===== config.mk =====
export PLATFORM = sky130hd
export DESIGN_NAME = key_debounce_flat
export DESIGN_NICKNAME = d
export VERILOG_FILES = /design/src/rtl/key_debounce_pkg.sv /design/src/rtl/key_debounce_if.sv /design/src/rtl/key_debounce_sync_2ff.sv /design/src/rtl/key_debounce.sv /design/src/flat_wrapper.sv
export SDC_FILE = /design/constraint.sdc
export NUM_CORES = 1
export LEC_CHECK = 0
export CAP_MARGIN = 0
export CORE_MARGIN = 5
export CORE_UTILIZATION = 40
export CTS_CLUSTER_DIAMETER = 200
export DETAILED_ROUTE_END_ITERATION = 10
export PLACE_DENSITY = 0.52
export REMOVE_ABC_BUFFERS = 1
export SLEW_MARGIN = 20
export SYNTH_ARGS = -nofsm -noshare
export SYNTH_HDL_FRONTEND = slang
export SYNTH_SLANG_ARGS = --single-unit

===== constraint.sdc =====
create_clock -name clk -period 2.7 [get_ports clk]
set_clock_uncertainty 0.1 [all_clocks]
set_input_delay 0.27 -clock clk [delete_from_list [all_inputs] [get_ports clk]]
set_output_delay 0.27 -clock clk [all_outputs]
set_load 0.02 [all_outputs]

===== src/rtl/key_debounce_pkg.sv =====
// Shared types and helpers for the push-button conditioning logic.
package key_pkg;

    typedef enum logic [2:0] {
        IDLE         = 3'd0,
        PRESS_WAIT   = 3'd1,
        PRESSED      = 3'd2,
        LONG_HELD    = 3'd3,
        RELEASE_WAIT = 3'd4
    } key_state_e;

    // Cycles in ms milliseconds at clk_hz, never less than one cycle.
    function automatic int unsigned ms_to_cyc(input int unsigned clk_hz,
                                              input int unsigned ms);
        int unsigned c;
        c = (clk_hz / 1000) * ms;
        return (c == 0) ? 1 : c;
    endfunction

endpackage


===== src/rtl/key_debounce_if.sv =====
// Raw key pin plus the conditioned level and event pulses.
interface key_debounce_if;
    logic key_in;
    logic key_level;
    logic press_pulse;
    logic release_pulse;
    logic short_pulse;
    logic long_pulse;

    modport master (
        output key_in,
        input  key_level, press_pulse, release_pulse, short_pulse, long_pulse
    );

    modport slave (
        input  key_in,
        output key_level, press_pulse, release_pulse, short_pulse, long_pulse
    );
endinterface


===== src/rtl/key_debounce_sync_2ff.sv =====
// Two-flop synchronizer with a selectable reset level.
module sync_2ff #(
    parameter logic RST_VAL = 1'b0
) (
    input  logic clk,
    input  logic rst_n,
    input  logic d,
    output logic q
);

    logic meta_q;

    // Both stages reset to RST_VAL so no false edge appears after reset.
    always_ff @(posedge clk or negedge rst_n) begin
        if (!rst_n) begin
            meta_q <= RST_VAL;
            q      <= RST_VAL;
        end else begin
            meta_q <= d;
            q      <= meta_q;
        end
    end

endmodule


===== src/rtl/key_debounce.sv =====
// Debounces one push-button and classifies presses as short or long.
module key_debounce
    import key_pkg::*;
#(
    parameter int unsigned CLK_HZ         = 27000000,
    parameter int unsigned DEBOUNCE_MS    = 20,
    parameter int unsigned LONG_MS        = 1000,
    parameter bit          KEY_ACTIVE_LOW = 1'b1
) (
    input  logic           clk,
    input  logic           rst_n,
    key_debounce_if.slave  kif
);

    localparam int unsigned DEBOUNCE_CYC = ms_to_cyc(CLK_HZ, DEBOUNCE_MS);
    localparam int unsigned LONG_CYC     = ms_to_cyc(CLK_HZ, LONG_MS);
    localparam int unsigned CW           = $clog2(LONG_CYC + 1);

    localparam logic [CW-1:0] DEB_MAX  = CW'(DEBOUNCE_CYC);
    localparam logic [CW-1:0] LONG_MAX = CW'(LONG_CYC);
    localparam logic [CW-1:0] ONE      = CW'(1);
    localparam logic          REL_LVL  = KEY_ACTIVE_LOW;

    key_state_e    state_q;
    logic [CW-1:0] cnt_q;
    logic [CW-1:0] hold_q;
    logic          long_q;
    logic          level_q;
    logic          press_q;
    logic          release_q;
    logic          short_q;
    logic          long_pulse_q;

    logic          key_sync;
    logic          s_c;

    function automatic logic [CW-1:0] sat_inc(input logic [CW-1:0] v);
        return (v == {CW{1'b1}}) ? v : v + ONE;
    endfunction

    // The pin is only ever seen through the synchronizer.
    sync_2ff #(
        .RST_VAL (REL_LVL)
    ) u_sync (
        .clk   (clk),
        .rst_n (rst_n),
        .d     (kif.key_in),
        .q     (key_sync)
    );

    // Normalise polarity so s_c = 1 means pressed.
    assign s_c = key_sync ^ REL_LVL;

    // Debounce / hold-classification FSM with registered pulse outputs.
    always_ff @(posedge clk or negedge rst_n) begin
        if (!rst_n) begin
            state_q      <= IDLE;
            cnt_q        <= '0;
            hold_q       <= '0;
            long_q       <= 1'b0;
            level_q      <= 1'b0;
            press_q      <= 1'b0;
            release_q    <= 1'b0;
            short_q      <= 1'b0;
            long_pulse_q <= 1'b0;
        end else begin
            press_q      <= 1'b0;
            release_q    <= 1'b0;
            short_q      <= 1'b0;
            long_pulse_q <= 1'b0;

            case (state_q)
                IDLE: begin
                    if (s_c) begin
                        state_q <= PRESS_WAIT;
                        cnt_q   <= ONE;
                    end
                end

                PRESS_WAIT: begin
                    if (!s_c) begin
                        state_q <= IDLE;
                        cnt_q   <= '0;
                    end else if (cnt_q == DEB_MAX) begin
                        state_q <= PRESSED;
                        level_q <= 1'b1;
                        press_q <= 1'b1;
                        hold_q  <= '0;
                        cnt_q   <= '0;
                    end else begin
                        cnt_q <= sat_inc(cnt_q);
                    end
                end

                // Hold counter freezes while a possible release is debounced.
                PRESSED: begin
                    if (!s_c) begin
                        state_q <= RELEASE_WAIT;
                        cnt_q   <= ONE;
                        long_q  <= 1'b0;
                    end else begin
                        hold_q <= sat_inc(hold_q);
                        if (hold_q == LONG_MAX - ONE) begin
                            long_pulse_q <= 1'b1;
                            state_q      <= LONG_HELD;
                        end
                    end
                end

                LONG_HELD: begin
                    if (!s_c) begin
                        state_q <= RELEASE_WAIT;
                        cnt_q   <= ONE;
                        long_q  <= 1'b1;
                    end
                end

                // Bounce goes back to the held state without re-firing press.
                RELEASE_WAIT: begin
                    if (s_c) begin
                        state_q <= long_q ? LONG_HELD : PRESSED;
                        cnt_q   <= '0;
                    end else if (cnt_q == DEB_MAX) begin
                        state_q   <= IDLE;
                        level_q   <= 1'b0;
                        release_q <= 1'b1;
                        short_q   <= ~long_q;
                        long_q    <= 1'b0;
                        cnt_q     <= '0;
                    end else begin
                        cnt_q <= sat_inc(cnt_q);
                    end
                end

                default: begin
                    state_q <= IDLE;
                    cnt_q   <= '0;
                end
            endcase
        end
    end

    assign kif.key_level     = level_q;
    assign kif.press_pulse   = press_q;
    assign kif.release_pulse = release_q;
    assign kif.short_pulse   = short_q;
    assign kif.long_pulse    = long_pulse_q;

endmodule


===== src/flat_wrapper.sv =====
// flat-port wrapper written by rule: the top's interface ports become plain ports
module key_debounce_flat import key_pkg::*;
#(
    parameter int unsigned CLK_HZ         = 27000000,
    parameter int unsigned DEBOUNCE_MS    = 20,
    parameter int unsigned LONG_MS        = 1000,
    parameter bit          KEY_ACTIVE_LOW = 1'b1
)
  (clk, rst_n, kif_key_in, kif_key_level, kif_press_pulse, kif_release_pulse, kif_short_pulse, kif_long_pulse);
  key_debounce_if kif_i ();
  input  logic clk;
  input  logic rst_n;
  input wire logic [$bits(kif_i.key_in)-1:0] kif_key_in;
  output wire logic [$bits(kif_i.key_level)-1:0] kif_key_level;
  output wire logic [$bits(kif_i.press_pulse)-1:0] kif_press_pulse;
  output wire logic [$bits(kif_i.release_pulse)-1:0] kif_release_pulse;
  output wire logic [$bits(kif_i.short_pulse)-1:0] kif_short_pulse;
  output wire logic [$bits(kif_i.long_pulse)-1:0] kif_long_pulse;
  assign kif_i.key_in = kif_key_in;
  assign kif_key_level = kif_i.key_level;
  assign kif_press_pulse = kif_i.press_pulse;
  assign kif_release_pulse = kif_i.release_pulse;
  assign kif_short_pulse = kif_i.short_pulse;
  assign kif_long_pulse = kif_i.long_pulse;
  key_debounce #(.CLK_HZ(CLK_HZ), .DEBOUNCE_MS(DEBOUNCE_MS), .LONG_MS(LONG_MS), .KEY_ACTIVE_LOW(KEY_ACTIVE_LOW)) u_core (.clk(clk), .rst_n(rst_n), .kif(kif_i));
endmodule

==> flow_summary.ini <==
[synth]
synth-edff-count = 0
yosys.area.top_type = dfrtp_1
yosys-top-cells-area = dfrtp_1 42%, a21oi_1 5.4%, or4_1 4.9%
synth_warnings = 0
synthTopCellsByCount = 59 x dfrtp_1, 38 x a21oi_1, 32 x nand2_1
synth-async-reset-ratio_pct = 100.0
syn_inst = 394
ys_types = 56
ys_seq_elements = 61
avgSynthCellArea_um2 = 8.987
netlist.area_leader.share_pct = 41.70
yosysSeqAreaShare_pct = 43.18
synth_flop_cell = dfrtp_1
syn-cell-area_mm2 = 0.003541
yosysMostFrequentCell = dfrtp_1

[worst_setup_path]
timing.rr.end = u_core.hold_q[18]
critical_path_class = reg -> reg
critPathMaxFanout = 9
reg2regPathDepth = 7
crit_start = u_core.cnt_q[0]
reg2reg_slack_ns = 0.22
cp-end-kind = flop
reg2reg_from = u_core.cnt_q[0]
crit_path_cell_trace = inv_1 -> ha_1 -> nor4b_1 -> a41o_1 -> o21ai_1 -> or4_1 -> a21oi_1
worstSetupEndpoint = u_core.hold_q[18]
cpLargestDelayFamily = simple AND/OR/NAND/NOR gates
arrival_ns = 2.65
critPathRequiredTime_ns = 2.86
critical_path_depth = 7
cp-start-kind = flop
slowest_stage = or4_1
cp.buffers_inverters = 1
slowest_delay_ns = 0.56

[sta]
fmax_mhz = 403.1
timing.slew.headroom_pct = 60.28
fin_setup_tns_ns = 0
drv_slew = 0
fin_hold_ws_ns = 0.2519
finalCriticalPeriod_ns = 2.481
finalSetupViolations = 0
hold_viol_final = 0
fin_crit_sh_pct = 91.89
worst_slew_pin_slew_ns = 0.5947
grt_setup_unrepaired = no

[cts]
clk-insertion-delay-late_ns = 0.34
cts_setup_buffers = 0
tritoncts = built
clockBufferDepth = 2
cts_num_sinks = 61
clk_pin_slew_ns = 0.07
numCtsBuffers = 9
h-tree-depth = 3
clockRootBuffer = clkbuf_8

[floorplan]
dieArea_mm2 = 0.01083
die_h_um = 104.1
num_io_pins = 8
initial_core_util_pct = 40.80
rows = 34
core_area_mm2 = 0.008678
die_x_um = 104.1

[job]
cap_violations = 0

[power_and_ir_drop]
seq_power_share_pct = 53.2
switchingPower_mw = 0.4508
leakagePower_nw = 1.581
combPwrFrac_pct = 7.0
p_per_area_mw_per_mm2 = 445.6
vdd_drop_max_mv = 0.2511
internal_power_mw = 1.322
p_clk_share_pct = 39.9
swShare_pct = 25.42

[detailed_routing]
drc = 0
routed_wirelength_um = 8896
viasPerCell = 6.048
wl_per_cell_um = 16.98
first_iter_violations = 110
drtPass1Iterations = 4
postRouteAntennaNets = 0
via_count = 3169

[grt]
grt_pass1_wl_um = 15040
grt_pass1_vias = 3036
track_usage_pct = 16.88
antenna_found_initial = 0
grt_overflow = 0
grt_start_max_net_pins = 62

[layout]
syn_to_final_growth_pct = 12.37
layout-drive-gt1-share_pct = 9.135
final_area_mm2 = 0.003979
postLayoutCoreUtil_pct = 45.85
fillerInstances = 885
layout.nets = 418
diodes = 0

[placed_design]
dpl.hpwl_um = 6243
place_area_mm2 = 0.003805
portBuffers = 7
place_congestion = 0.8798

[hold_path]
hp-class = in -> reg

[status]
status = complete, no violations
kinds of logic after synthesis:
kind of cell	Yosys count	share of synthesized area, %
compound gates	106	19.58
xor+xnor	10	2.473
fa+ha+maj	3	1.060
buf+inv	31	3.781
flops	61	43.18
simple gates	183	29.93
cell usage in the layout (no fill, tap or decap), types with 6 or more instances in the layout:
cell type	synthesis	layout
and4_1	7	7
clkbuf_8	0	10
clkdlybuf4s50_1	0	6
dfrtp_1	59	59
and3_1	11	11
a21oi_1	38	38
and2_1	6	6
buf_4	1	14
nor3_1	8	8
or3_1	13	13
nand4_1	13	13
nand2_1	32	32
a211oi_1	7	6
nand3_1	23	23
o31ai_1	18	18
inv_1	14	14
xnor2_1	10	10
or4_1	23	23
nor2_1	23	23
o21ai_0	17	17
registers in the layout, indices dropped and copies added, names as in the netlist:
register / cells
u_core.cnt_q: 25
u_core.hold_q: 25
u_core.kif.key_level: 1
u_core.kif.long_pulse: 1
u_core.kif.press_pulse: 1
u_core.kif.release_pulse: 1
u_core.kif.short_pulse: 1
u_core.long_q: 1
u_core.state_q: 3
u_core.u_sync.meta_q: 1
u_core.u_sync.q: 1
per-stage QoR:
step / std cells / setup slack [ns] / power, mW
3_3_place_gp: 508 / 0.2663 / 1.083
2_1_floorplan: 377 / 0.2385 / 1.017
3_5_place_dp: 508 / 0.1634 / 1.083
4_1_cts: 524 / 0.1270 / 1.799
5_1_grt: 524 / 0.02778 / 1.854
6_report: 524 / 0.2190 / 1.773
layer usage:
| layer | up-vias | GRT usage [%] | share of wire [%] |
|---|---|---|---|
| met5 | - | 0 | 0 |
| met3 | 17 | 2.297 | 2.7 |
| met1 | 1547 | 22.55 | 47 |
| met4 | 0 | 6.753 | 2.0 |
| met2 | 63 | 27.60 | 48 |
| li1 | 1542 | - | - |
worst min-delay path by stage:
stage	start	to	depth (start not counted)
CTS	kif_key_in	u_core.u_sync.meta_q	1
global placement	rst_n	u_core.hold_q[8]	2
floorplan	rst_n	u_core.cnt_q[0]	0
detailed placement	rst_n	u_core.hold_q[8]	2
finish	kif_key_in	u_core.u_sync.meta_q	1
global route	kif_key_in	u_core.u_sync.meta_q	1
worst register-to-register path, stage by stage, from the launching register on:
cell and delay, ns:
dfrtp_1 0.42, inv_1 0.09, ha_1 0.14, nor4b_1 0.32, a41o_1 0.37, o21ai_1 0.26, or4_1 0.56, a21oi_1 0.15
layout make-up:
cell class | instances | area (µm²) | area share, %
flip-flops and latches | 61 | 1529 | 38.43
repair buffers | 24 | 220.2 | 5.535
well taps | 108 | 135.1 | 3.396
inverters | 14 | 52.55 | 1.321
multi-input cells | 302 | 1883 | 47.33
clock inverters | 2 | 10.01 | 0.2516
clock buffers | 13 | 148.9 | 3.742
repair_timing:
item,in CTS,in global routing
setup endpoints to repair,0,1
hold endpoints to repair,59,0
resized for setup,0,1
hold buffers,1,0
power groups by stage:
stage	combinational (mW)	clock, mW	sequential (mW)
6_report	0.123	0.707	0.943
4_1_cts	0.125	0.731	0.942
5_1_grt	0.138	0.773	0.944
2_1_floorplan	0.0576	0	0.959
3_5_place_dp	0.123	0	0.960
3_3_place_gp	0.124	0	0.959
No activity file was read; power rests on OpenSTA's default activity.
